$ cat src/rtl/vga_screen_scan_if.sv
// Frame-buffer read port and VGA pin bundle between the scanner and its surroundings.
// The scanner is the master; the RAM/monitor side uses the slave view.
interface vga_screen_scan_if;
  logic [10:0] rd_addr;
  logic [7:0]  rd_data;
  logic        hsync;
  logic        vsync;
  logic [2:0]  rgb;
  logic        frame_start;

  modport master (
    output rd_addr, hsync, vsync, rgb, frame_start,
    input  rd_data
  );

  modport slave (
    input  rd_addr, hsync, vsync, rgb, frame_start,
    output rd_data
  );
endinterface

$ cat src/rtl/vga_screen_scan.sv
// 640x480@60 scanner showing a 128x128 monochrome frame buffer in a fixed window.
// Three-stage pipeline: counters -> address/flags -> RAM data -> registered pins.
module vga_screen_scan #(
  parameter int unsigned H_SYNC   = 96,
  parameter int unsigned H_BACK   = 48,
  parameter int unsigned H_ACTIVE = 640,
  parameter int unsigned H_FRONT  = 16,
  parameter int unsigned V_SYNC   = 2,
  parameter int unsigned V_BACK   = 33,
  parameter int unsigned V_ACTIVE = 480,
  parameter int unsigned V_FRONT  = 10,
  parameter int unsigned WIN_X    = 256,
  parameter int unsigned WIN_Y    = 176,
  parameter logic [2:0]  FG       = 3'b111,
  parameter logic [2:0]  BG       = 3'b000
) (
  input  logic               clk,
  input  logic               rst_n,
  vga_screen_scan_if.master  vga
);

  localparam logic [9:0] H_LAST     = 10'(H_SYNC + H_BACK + H_ACTIVE + H_FRONT - 1);
  localparam logic [9:0] V_LAST     = 10'(V_SYNC + V_BACK + V_ACTIVE + V_FRONT - 1);
  localparam logic [9:0] H_SYNC_END = 10'(H_SYNC);
  localparam logic [9:0] V_SYNC_END = 10'(V_SYNC);
  localparam logic [9:0] H_VIS_LO   = 10'(H_SYNC + H_BACK);
  localparam logic [9:0] H_VIS_HI   = 10'(H_SYNC + H_BACK + H_ACTIVE);
  localparam logic [9:0] V_VIS_LO   = 10'(V_SYNC + V_BACK);
  localparam logic [9:0] V_VIS_HI   = 10'(V_SYNC + V_BACK + V_ACTIVE);
  localparam logic [9:0] H_WIN_LO   = 10'(H_SYNC + H_BACK + WIN_X);
  localparam logic [9:0] H_WIN_HI   = 10'(H_SYNC + H_BACK + WIN_X + 128);
  localparam logic [9:0] V_WIN_LO   = 10'(V_SYNC + V_BACK + WIN_Y);
  localparam logic [9:0] V_WIN_HI   = 10'(V_SYNC + V_BACK + WIN_Y + 128);

  logic [9:0] h_cnt, v_cnt;
  logic       h_vis, v_vis, h_win, v_win, in_win, vis, sof;
  logic [6:0] wx, wy;

  logic [2:0] bit_s1, bit_s2;
  logic       win_s1, vis_s1, hs_s1, vs_s1, fs_s1;
  logic       win_s2, vis_s2, hs_s2, vs_s2, fs_s2;
  logic [2:0] pix;

  always_ff @(posedge clk or negedge rst_n) begin
    if (!rst_n) begin
      h_cnt <= '0;
      v_cnt <= '0;
    end else if (h_cnt == H_LAST) begin
      h_cnt <= '0;
      v_cnt <= (v_cnt == V_LAST) ? '0 : v_cnt + 10'd1;
    end else begin
      h_cnt <= h_cnt + 10'd1;
    end
  end

  assign h_vis  = (h_cnt >= H_VIS_LO) && (h_cnt < H_VIS_HI);
  assign v_vis  = (v_cnt >= V_VIS_LO) && (v_cnt < V_VIS_HI);
  assign h_win  = (h_cnt >= H_WIN_LO) && (h_cnt < H_WIN_HI);
  assign v_win  = (v_cnt >= V_WIN_LO) && (v_cnt < V_WIN_HI);
  assign vis    = h_vis && v_vis;
  assign in_win = h_win && v_win;
  assign sof    = (h_cnt == H_VIS_LO) && (v_cnt == V_VIS_LO);
  assign wx     = 7'(h_cnt - H_WIN_LO);
  assign wy     = 7'(v_cnt - V_WIN_LO);

  // Stage 1: address is only updated inside the window so it holds elsewhere.
  always_ff @(posedge clk or negedge rst_n) begin
    if (!rst_n) begin
      vga.rd_addr <= '0;
      bit_s1      <= '0;
      win_s1      <= 1'b0;
      vis_s1      <= 1'b0;
      hs_s1       <= 1'b0;
      vs_s1       <= 1'b0;
      fs_s1       <= 1'b0;
    end else begin
      if (in_win) vga.rd_addr <= {wy, wx[6:3]};
      bit_s1 <= wx[2:0];
      win_s1 <= in_win;
      vis_s1 <= vis;
      hs_s1  <= (h_cnt < H_SYNC_END);
      vs_s1  <= (v_cnt < V_SYNC_END);
      fs_s1  <= sof;
    end
  end

  // Stage 2: flags wait alongside the RAM read latency.
  always_ff @(posedge clk or negedge rst_n) begin
    if (!rst_n) begin
      bit_s2 <= '0;
      win_s2 <= 1'b0;
      vis_s2 <= 1'b0;
      hs_s2  <= 1'b0;
      vs_s2  <= 1'b0;
      fs_s2  <= 1'b0;
    end else begin
      bit_s2 <= bit_s1;
      win_s2 <= win_s1;
      vis_s2 <= vis_s1;
      hs_s2  <= hs_s1;
      vs_s2  <= vs_s1;
      fs_s2  <= fs_s1;
    end
  end

  // LSB of each byte is the leftmost pixel.
  always_comb begin
    pix = 3'b000;
    if (vis_s2) pix = (win_s2 && vga.rd_data[bit_s2]) ? FG : BG;
  end

  always_ff @(posedge clk or negedge rst_n) begin
    if (!rst_n) begin
      vga.hsync       <= 1'b1;
      vga.vsync       <= 1'b1;
      vga.rgb         <= 3'b000;
      vga.frame_start <= 1'b0;
    end else begin
      vga.hsync       <= ~hs_s2;
      vga.vsync       <= ~vs_s2;
      vga.rgb         <= pix;
      vga.frame_start <= fs_s2;
    end
  end

endmodule

$ cat src/flat_wrapper.sv
// flat-port wrapper written by rule: the top's interface ports become plain ports
module vga_screen_scan_flat 
#(
  parameter int unsigned H_SYNC   = 96,
  parameter int unsigned H_BACK   = 48,
  parameter int unsigned H_ACTIVE = 640,
  parameter int unsigned H_FRONT  = 16,
  parameter int unsigned V_SYNC   = 2,
  parameter int unsigned V_BACK   = 33,
  parameter int unsigned V_ACTIVE = 480,
  parameter int unsigned V_FRONT  = 10,
  parameter int unsigned WIN_X    = 256,
  parameter int unsigned WIN_Y    = 176,
  parameter logic [2:0]  FG       = 3'b111,
  parameter logic [2:0]  BG       = 3'b000
)
  (clk, rst_n, vga_rd_addr, vga_hsync, vga_vsync, vga_rgb, vga_frame_start, vga_rd_data);
  vga_screen_scan_if vga_i ();
  input  logic clk;
  input  logic rst_n;
  output wire logic [$bits(vga_i.rd_addr)-1:0] vga_rd_addr;
  output wire logic [$bits(vga_i.hsync)-1:0] vga_hsync;
  output wire logic [$bits(vga_i.vsync)-1:0] vga_vsync;
  output wire logic [$bits(vga_i.rgb)-1:0] vga_rgb;
  output wire logic [$bits(vga_i.frame_start)-1:0] vga_frame_start;
  input wire logic [$bits(vga_i.rd_data)-1:0] vga_rd_data;
  assign vga_rd_addr = vga_i.rd_addr;
  assign vga_hsync = vga_i.hsync;
  assign vga_vsync = vga_i.vsync;
  assign vga_rgb = vga_i.rgb;
  assign vga_frame_start = vga_i.frame_start;
  assign vga_i.rd_data = vga_rd_data;
  vga_screen_scan #(.H_SYNC(H_SYNC), .H_BACK(H_BACK), .H_ACTIVE(H_ACTIVE), .H_FRONT(H_FRONT), .V_SYNC(V_SYNC), .V_BACK(V_BACK), .V_ACTIVE(V_ACTIVE), .V_FRONT(V_FRONT), .WIN_X(WIN_X), .WIN_Y(WIN_Y), .FG(FG), .BG(BG)) u_core (.clk(clk), .rst_n(rst_n), .vga(vga_i));
endmodule
$ cat config.mk
export PLATFORM = sky130hd
export DESIGN_NAME = vga_screen_scan_flat
export DESIGN_NICKNAME = d
export VERILOG_FILES = /design/src/rtl/vga_screen_scan_if.sv /design/src/rtl/vga_screen_scan.sv /design/src/flat_wrapper.sv
export SDC_FILE = /design/constraint.sdc
export NUM_CORES = 1
export LEC_CHECK = 0
export ABC_AREA = 1
export ABC_CLOCK_PERIOD_IN_PS = 4090
export CAP_MARGIN = 20
export CELL_PAD_IN_SITES_DETAIL_PLACEMENT = 0
export CELL_PAD_IN_SITES_GLOBAL_PLACEMENT = 2
export CORE_ASPECT_RATIO = 0.7
export CORE_UTILIZATION = 37
export DETAILED_ROUTE_END_ITERATION = 10
export PLACE_DENSITY_LB_ADDON = 0.1
export SETUP_SLACK_MARGIN = 0.15
export SLEW_MARGIN = 20
export SYNTH_ARGS = -nofsm -noshare
export SYNTH_HDL_FRONTEND = slang
export SYNTH_SLANG_ARGS = --single-unit
export TNS_END_PERCENT = 50
$ cat constraint.sdc
create_clock -name clk -period 4.09 [get_ports clk]
set_input_delay 0.818 -clock clk [delete_from_list [all_inputs] [get_ports clk]]
set_output_delay 0.818 -clock clk [all_outputs]
set_load 0.02 [all_outputs]
==> results.md <==
- Largest family of logic cells by synthesized area: simple AND/OR/NAND/NOR gates
- DP Area: 2890 um2
- Worst Hold End: u_core.vga.vsync
- Area grow syn2layout: 14.9%
- Proportion of synthesized area in mux cells: 0%
- Core area: 6820 um2
- Register area share after synthesis: 48.7%
- Total gr overflow: 0
- Total track usage: ~17%
- Setup_tns: 0 ns
- Layout Utilization: about 44%
- Synth Area per Inst: 8.39 um2
- Buf/Inv on CP: 1
- Clock H-tree levels: 2
- DRC Markers: 0
- IO Pins: 27
- Synth top area cells: dfrtp_1 (47%), nand2_1 (12%), nand3_1 (4.4%)
- Clk Latency, worst-skew pair: 0.30 ns
- Fillcell total: 700
- Hold WS: 0.355 ns
- Hold_buf cts: 0
- Synth Area in XOR/XNOR: 3.33%
- Clock root buffer: clkbuf_8
- Power per cell area: 309 nW/um2
- RSZ-0062 raised after global routing: false
- Synth Area in Adders: 3.33%
- Post-Syn Instances: 313
- Top-area cell type share of the netlist area: about 47%
- Synth unique cells: 29
- Status: finished clean
- Share of cells above drive strength 1: 8.68%
- Initial Util: 38.5%
- Initial antenna violation count: 0
- Crit path cell chain: clkdlybuf4s50_1
- Hold path depth: 1
- Design area: 3020 um2
- Die Wd: slightly above 100 um
- Mapped Area: 2630 um2
- Fmax: 443 MHz
- Final min period: 2.26 ns
- Placer Congestion: 0.823
- CP endpoint kind: output pin
- Post-CTS Setup Inserts: 0
- Row count: 25
- Cell taking the most area after synthesis: dfrtp_1
- Tcrit/Tclk final: a little under three fifths
- Max Cap Violations: 0
- Net total in the final layout: 350
- Via/cell ratio: around 4.7
- Worst-path clk slew: 0.09 ns
- Worst EP required: 3.27 ns
- Skew final: a little under 0.01 ns
- Leakage: 1.54 nW
- WL per Instance: between 10 and 15 um
- IO Port Bufs: 26
- Drt initial violations: 160
- Synth Register Bits: 51
- Compound-Gate Fraction of Synth Area: approximately 4.2%
- CP delay by family, top: buffers and inverters
- Simple-gate share of the synthesized area: 30.9%
- Die Y: 72.5 um
- Via count of the first global-routing pass: 1743
- Crit-path max FO: 1
- Largest net degree at the start of global routing: 52
- CTS resizes: 0
- Reg2reg start: u_core.v_cnt[0]
- Clock Sinks: 51
- Hold Vio Cnt, Final: 0
- N_diodes: 0
- First-pass GRT wire length: 9330 um
- DRT antenna net count: 0
- Syn_nets: between 300 and 400
- Reg2Reg Depth: 8
- Total Wirelength: 5560 um
- CTS Buf Count: 5
- CP startpoint kind: flop
- CP max stage delay: 0.61 ns
- Type of the worst min-delay path: reg2reg
- Yosys warns: 0
- # setup viols final: 0
- Crit path arrival time: around 1.4 ns
- Area of the multi-input gates: 1100 um2
- Hold Startpoint: u_core.vs_s2
- Critical path class: reg2out
- Max VDD drop: 200 uV
- Reg area: 1280 um2
- Setup slack, reg-to-reg: 1.99 ns
- CTS tree: yes
- DRT Pass-1 Iters: 4
- Placed cells: 420
- Slew headroom: 56.8%
- Vias after detailed routing: 1994
- CTS Buffer Depth: 2
- Worst slew pin tran: about 0.65 ns
- Critical R2R Capture: u_core.vga.rd_addr[3]
- Critical path's slowest cell: clkdlybuf4s50_1
- Post-DP HPWL: roughly 4200 um
- Die Area: 7450 um2
- Fin cells: 428
- Max Slew Vio Count: 0
routing by layer:
layer	GRT usage (%)	up-vias	part of all wire [%]
met3	3.28	5	6.0
met2	19.4	52	35
met5	0	-	0
met1	29.0	912	58
met4	4.29	0	0.63
li1	-	1025	-
flip-flops by register name (all words and copies together), names as in the netlist:
register and cells:
u_core.h_cnt 10, u_core.win_s2 1, u_core.bit_s2 3, u_core.vis_s2 1, u_core.vs_s2 1, u_core.vga.rd_addr 11, u_core.fs_s2 1, u_core.vga.frame_start 1
u_core.win_s1 1, u_core.vga.vsync 1, u_core.bit_s1 3, u_core.v_cnt 10, u_core.vga.hsync 1, u_core.vis_s1 1, u_core.hs_s1 1, u_core.vga.rgb 1
u_core.hs_s2 1, u_core.vs_s1 1, u_core.fs_s1 1
metrics by stage:
step | setup slack [ns] | total power, mW
finish | 1.83 | 0.934
global route | 1.80 | 0.967
CTS | 1.82 | 0.950
detailed placement | 2.03 | 0.535
global placement | 2.04 | 0.535
floorplan | 2.61 | 0.516
Yosys cell counts:
library cell	n
a21oi_1	4
and2_1	1
buf_2	1
buf_4	7
buf_6	4
clkbuf_2	1
clkbuf_8	1
dfrtp_1	49
dfstp_2	2
ha_1	7
inv_1	30
inv_2	5
nand2_1	85
nand2_2	1
nand2_4	2
nand3_1	23
nand3_2	1
nand3b_1	1
nand4_1	15
nor2_1	28
nor2_2	4
nor2_4	5
nor3_1	6
nor3b_1	1
nor4_1	1
o21ai_0	17
o21ai_1	1
xnor2_1	2
xor2_1	8
report_power, final:
group / leakage (nW) / switching, mW / internal [mW]
logic: 0.818 / 0.0116 / 0.00844
registers: 0.657 / 0 / 0.504
clock network: 0.0654 / 0.165 / 0.244
area by class of cell:
type	count	share of cell area, %
repair buffers	27	8.70
inverters	35	4.35
well taps	94	3.90
clock buffers	6	2.40
multi-input cells	213	36.3
clock inverters	2	1.99
flip-flops and latches	51	42.4
cell families (layout without fill, tap and decap cells):
kind of cell / Yosys count / count (layout)
compound gates: 22 / 22
fa+ha+maj: 7 / 7
simple gates: 174 / 174
flops: 51 / 51
xor+xnor: 10 / 10
buf+inv: 49 / 70
worst max-delay path by stage:
stage | from | end | slack (ns) | cells after the start
CTS | u_core.vga.hsync | vga_hsync | 1.82 | 1
detailed placement | u_core.v_cnt[0] | u_core.vga.rd_addr[3] | 2.03 | 8
finish | u_core.vga.hsync | vga_hsync | 1.83 | 1
global placement | u_core.v_cnt[0] | u_core.vga.rd_addr[3] | 2.04 | 8
floorplan | u_core.h_cnt[4] | u_core.vga.rd_addr[1] | 2.61 | 10
global route | u_core.vga.hsync | vga_hsync | 1.80 | 1
cell usage in the layout (no fill, tap or decap):
cell type | synthesis | final
buf_2 | 1 | 1
a21oi_1 | 4 | 4
xor2_1 | 8 | 8
dfrtp_1 | 49 | 49
nor2_2 | 4 | 4
nor2_1 | 28 | 28
clkdlybuf4s50_1 | 0 | 25
nor3_1 | 6 | 6
nand2_1 | 85 | 85
nor3b_1 | 1 | 1
inv_2 | 5 | 5
dfstp_2 | 2 | 2
ha_1 | 7 | 7
nor2_4 | 5 | 5
clkbuf_8 | 1 | 5
bufinv_16 | 0 | 2
and2_1 | 1 | 1
buf_4 | 7 | 1
xnor2_1 | 2 | 2
nor4_1 | 1 | 1
clkbuf_1 | 0 | 1
nand2_2 | 1 | 1
inv_1 | 30 | 30
o21ai_1 | 1 | 1
nand4_1 | 15 | 15
nand2_4 | 2 | 2
nand3b_1 | 1 | 1
nand3_2 | 1 | 1
nand3_1 | 23 | 23
o21ai_0 | 17 | 17
No activity file was read; power rests on OpenSTA's default activity.
